**src/rtl/systolic_ctrl.sv**
```systemverilog
// Job sequencer for the weight-stationary systolic array: kernel load, settle gap, execute, drain, done pulse.
// Optional performance counters are built when SYS_CTRL_PERF_EN is defined.
module systolic_ctrl #(
  parameter int row     = 8,
  parameter int col     = 8,
  parameter int addr_bw = 11,
  parameter int len_bw  = 8
) (
  input  logic               clk,
  input  logic               reset,
  input  logic               start,
  input  logic [len_bw-1:0]  len,
  input  logic [addr_bw-1:0] w_base,
  input  logic [addr_bw-1:0] a_base,
  output logic               mem_cen,
  output logic [addr_bw-1:0] mem_addr,
  output logic [1:0]         inst_w,
  output logic               busy,
  output logic               done
`ifdef SYS_CTRL_PERF_EN
  ,
  output logic [31:0]        perf_cycles,
  output logic [15:0]        perf_jobs
`endif
);

  localparam int DRAIN_BW = $clog2(row + col + 1);
  localparam int CW       = (len_bw > DRAIN_BW) ? len_bw : DRAIN_BW;

  localparam logic [CW-1:0] COL_LAST   = CW'(col - 1);
  localparam logic [CW-1:0] DRAIN_LAST = CW'(row + col - 1);

  typedef enum logic [2:0] {
    IDLE,
    LOAD,
    GAP,
    EXEC,
    DRAIN,
    DONE
  } state_t;

  state_t             state, state_nxt;
  logic [CW-1:0]      cnt, cnt_nxt;
  logic [len_bw-1:0]  len_q;
  logic [addr_bw-1:0] w_base_q, a_base_q;
  logic [1:0]         inst_pre, inst_pre_nxt;
  logic               mem_cen_nxt;
  logic [addr_bw-1:0] mem_addr_nxt;
  logic [addr_bw-1:0] w_sel;
  logic [CW-1:0]      len_last;
  logic               accept;

  assign accept   = (state == IDLE) && start;
  assign len_last = CW'(len_q) - CW'(1);
  // On the accept cycle the weight base is not latched yet, so use the live input.
  assign w_sel    = accept ? w_base : w_base_q;

  always_comb begin
    state_nxt = state;
    cnt_nxt   = cnt;
    case (state)
      IDLE: begin
        if (start) begin
          cnt_nxt   = '0;
          state_nxt = (len == '0) ? DONE : LOAD;
        end
      end
      LOAD: begin
        if (cnt == COL_LAST) begin
          cnt_nxt   = '0;
          state_nxt = GAP;
        end else begin
          cnt_nxt = cnt + CW'(1);
        end
      end
      GAP: begin
        if (cnt == COL_LAST) begin
          cnt_nxt   = '0;
          state_nxt = EXEC;
        end else begin
          cnt_nxt = cnt + CW'(1);
        end
      end
      EXEC: begin
        if (cnt == len_last) begin
          cnt_nxt   = '0;
          state_nxt = DRAIN;
        end else begin
          cnt_nxt = cnt + CW'(1);
        end
      end
      DRAIN: begin
        if (cnt == DRAIN_LAST) begin
          cnt_nxt   = '0;
          state_nxt = DONE;
        end else begin
          cnt_nxt = cnt + CW'(1);
        end
      end
      DONE: begin
        cnt_nxt   = '0;
        state_nxt = IDLE;
      end
      default: begin
        cnt_nxt   = '0;
        state_nxt = IDLE;
      end
    endcase
  end

  // Request stage is computed from the next state so the pins track the state register.
  always_comb begin
    mem_cen_nxt  = 1'b1;
    mem_addr_nxt = mem_addr;
    inst_pre_nxt = 2'b00;
    case (state_nxt)
      LOAD: begin
        mem_cen_nxt  = 1'b0;
        mem_addr_nxt = w_sel + addr_bw'(cnt_nxt);
        inst_pre_nxt = 2'b01;
      end
      EXEC: begin
        mem_cen_nxt  = 1'b0;
        mem_addr_nxt = a_base_q + addr_bw'(cnt_nxt);
        inst_pre_nxt = 2'b10;
      end
      default: begin
        mem_cen_nxt  = 1'b1;
        inst_pre_nxt = 2'b00;
      end
    endcase
  end

  always_ff @(posedge clk) begin
    if (reset) begin
      state    <= IDLE;
      cnt      <= '0;
      len_q    <= '0;
      w_base_q <= '0;
      a_base_q <= '0;
      mem_cen  <= 1'b1;
      mem_addr <= '0;
      inst_pre <= 2'b00;
      inst_w   <= 2'b00;
      busy     <= 1'b0;
      done     <= 1'b0;
    end else begin
      state    <= state_nxt;
      cnt      <= cnt_nxt;
      mem_cen  <= mem_cen_nxt;
      mem_addr <= mem_addr_nxt;
      inst_pre <= inst_pre_nxt;
      // One extra stage so the instruction lines up with SRAM read data.
      inst_w   <= inst_pre;
      busy     <= (state_nxt != IDLE);
      done     <= (state_nxt == DONE);
      if (accept) begin
        len_q    <= len;
        w_base_q <= w_base;
        a_base_q <= a_base;
      end
    end
  end

`ifdef SYS_CTRL_PERF_EN
  always_ff @(posedge clk) begin
    if (reset) begin
      perf_cycles <= '0;
      perf_jobs   <= '0;
    end else begin
      if (busy && (perf_cycles != 32'hFFFF_FFFF)) begin
        perf_cycles <= perf_cycles + 32'd1;
      end
      if (done) begin
        perf_jobs <= perf_jobs + 16'd1;
      end
    end
  end
`else
  // Performance counters are not present in this build.
`endif

endmodule

```
**config.mk**
```make
export PLATFORM = sky130hd
export DESIGN_NAME = systolic_ctrl
export DESIGN_NICKNAME = d
export VERILOG_FILES = /design/src/rtl/systolic_ctrl.sv
export SDC_FILE = /design/constraint.sdc
export NUM_CORES = 1
export LEC_CHECK = 0
export BUFFER_PORTS_ARGS = -buffer_cell sky130_fd_sc_hd__buf_4
export CORE_MARGIN = 3
export CORE_UTILIZATION = 40
export DETAILED_ROUTE_END_ITERATION = 10
export GPL_TIMING_DRIVEN = 0
export RECOVER_POWER = 25
export REMOVE_ABC_BUFFERS = 1
export SKIP_CTS_REPAIR_TIMING = 1
export SYNTH_ARGS = -nofsm -noshare
export SYNTH_HDL_FRONTEND = slang
export SYNTH_SLANG_ARGS = --single-unit
```
**constraint.sdc**
```tcl
create_clock -name clk -period 4.8 [get_ports clk]
set_input_delay 0 -clock clk [delete_from_list [all_inputs] [get_ports clk]]
set_output_delay 0 -clock clk [all_outputs]
set_load 0.05 [all_outputs]
```
==> flow_summary.ini <==
[floorplanning]
die_w_um = 99.2
io_pins = 49
dieArea_um2 = 9840
die_h_um = 99.2
start_util = 0.417
core-area_um2 = 8340
row_count = 33

[global_routing]
grt_pass1_vias = 2992
grt_max_degree = 60
antenna_found_initial = 0
met2_usage = 0.275
grt-busiest-layer = met2
grtUsageTotal = 0.171
grt_overflow = 0
met1_usage = 0.215
grt_pass1_wl_um = 13800
met3_usage = 0.0351

[critical_path]
worstSetupEndpointType = flop
path_class = reg -> reg
crit_required_ns = 4.97
crit_path_max_fanout = 11
crit_arrival_ns = 4.65
startpoint_type = flop

[final_layout]
num-nets-final = 546
antenna_cells = 0
utilization = 0.522
drive_gt1_frac = 0.162
syn_to_final_growth_pct = 25.3
fillCellCount = 821
design_area_um2 = 4350

[outcome]
violations = negative hold slack
outcome = finished, violations left

[yosys]
synthDistinctLibCells = 70
synth_warnings = 0
synth-edff-count = 0
synthesis.area_um2 = 3470
synth_flop_cell = dfxtp_1
netlist_instances = 423
synth_seq_cells = 59
seq_area_frac_synth = 0.340
yosys.area.top_type = dfxtp_1
netlist_top_cells_count = nand2_1, dfxtp_1, nor2_1
synthTopCellsByArea = dfxtp_1, mux2i_1, nand2_1
yosysTopAreaCellShare = 0.340
synthMostInstantiatedCell = nand2_1
syn_avg_cell_area_um2 = 8.21
async_reset_ff_frac = 0

[power]
switchingPower_mw = 0.349
power.static_leakage_nw = 1.84
pwr-share-clk = 0.347
pwr-share-comb = 0.199
power.total_mw = 1.18
irDropWorstVdd_mv = 0.158
swShare = 0.296
power_density_nw_per_um2 = 271
power_frac_seq = 0.454
power.internal_mw = 0.832

[timing]
worstMarginPinSlew_ns = 1.13
drv_slew = 0
setup_viol = 0
fin_crit_ns = 4.47
slew-limit-headroom = 0.246
finalSetupTns_ns = 0
post-route-period-util = 0.932
clock_skew_ns = 0.00945
whs_ns = -0.0385
max_freq_mhz = 223
hold_viol = 2

[placed_design]
place.gp.congestion = 0.843
hpwl_um = 5660
portBuffers = 48
place_area_um2 = 3860

[job]
drv_cap = 0

[route]
routed_wl_um = 8190
ant_nets = 0
drt_iter0_drc = 147
firstDrtPassIters = 4
vias_per_cell = 5.17
drc = 0
wire_per_inst_um = 13.4
vias = 3161

[clock_network]
numCtsBuffers = 9
h-tree-depth = 3
clkTransAtPathRegs_ns = 0.06
cts_root_buf = clkbuf_8
max-clock-path-buffers = 2
clock-sinks = 59
cts_tree = done
clkLatencyLatePin_ns = 0.34

[worst_hold_path]
holdCritPathClass = in -> reg
==> cells by family after synthesis <==
family                     after synthesis  synth area share
DFF                                     59             0.340
AOI/OAI and AO/OA                      104             0.211
buffers and inverters                   45            0.0688
xor gates and xnor gates                18            0.0475
and+or+nand+nor                        159             0.213
muxes                                   27            0.0781
adders and majority gates               11            0.0418
==> registers in the layout (all words and copies together), names as in the netlist <==
name      flops
inst_w        2
busy          1
state         3
mem_addr     11
w_base_q     11
a_base_q     11
cnt           8
len_q         8
inst_pre      2
mem_cen       1
done          1
==> per-layer routing <==
metal	up-vias	wire length, µm
li1	1649	-
met1	1448	3950
met2	53	3780
met3	11	290
met4	0	166
met5	-	0
==> metrics by stage <==
stage	setup slack, ns	hold WS, ns	instances
global route	-0.00638	0.0109	612
global placement	-1.64	0.248	556
finish	0.325	-0.0385	612
floorplan	-0.184	0.0646	403
detailed placement	-0.570	0.258	558
CTS	-0.586	-0.112	574
==> critical path, cell delays in order, from the launching register on <==
cell	delay [ns]
dfxtp_1	0.37
inv_1	0.08
ha_1	0.32
nor2_1	0.08
and4_2	0.23
a2111o_1	0.42
o2111a_2	0.20
a21oi_4	0.33
mux2_2	0.40
ha_1	0.27
a21oi_1	0.25
o211ai_1	0.21
o41ai_4	0.41
o21ai_0	0.20
xor2_1	0.18
nor3_1	0.22
o32ai_2	0.12
==> layout make-up <==
| cell class | instances | area (µm²) | area share |
|---|---|---|---|
| multi-input combinational | 319 | 2090 | 0.481 |
| sequential | 59 | 1180 | 0.271 |
| timing repair buffer | 88 | 682 | 0.157 |
| clock buffer | 14 | 163 | 0.0374 |
| tap | 105 | 131 | 0.0302 |
| inverter | 25 | 93.8 | 0.0216 |
| clock inverter | 2 | 10.0 | 0.00230 |
==> cells in the final DEF (no fill, tap or decap), types with 3 or more instances in the layout <==
cell           netlist  routed
a211oi_2             3       3
a21oi_1             36      35
a221oi_1             4       4
a22oi_1              3       3
and2_1               3       3
and3_1               4       4
buf_4                1      42
clkbuf_1            10      19
clkbuf_8             0      11
dfxtp_1             59      59
dlygate4sd3_1        0      28
ha_1                10      10
inv_1               25      25
mux2i_1             26      26
nand2_1             60      60
nand3_1              8       8
nor2_1              44      44
nor2b_1              9       9
nor3_1               8       8
nor4_1               4       4
o2111ai_1            4       4
o211ai_1             4       4
o21ai_0             13      12
o21bai_1             4       4
o22ai_1              3       3
or2_2                3       3
xnor2_1              8       8
xor2_1               9       9
==> path summary, 6_finish.rpt <==
| check | endpoint | depth (start not counted) | start | slack (ns) |
|---|---|---|---|---|
| worst min-delay path | w_base_q[10] | 3 | w_base[10] | -0.04 |
| worst min register to register | inst_w[0] | 1 | inst_pre[0] | 0.44 |
| worst max-delay path | mem_addr[9] | 16 | len_q[0] | 0.33 |
| worst max register to register | mem_addr[9] | 16 | len_q[0] | 0.33 |
==> power by group through the flow <==
| stage | clock network [mW] | logic, mW | registers (mW) |
|---|---|---|---|
| detailed placement | 0 | 0.226 | 0.547 |
| global route | 0.443 | 0.263 | 0.539 |
| global placement | 0 | 0.219 | 0.546 |
| floorplan | 0 | 0.120 | 0.575 |
| finish | 0.409 | 0.235 | 0.536 |
| CTS | 0.422 | 0.226 | 0.536 |
No activity file was read; power rests on OpenSTA's default activity.
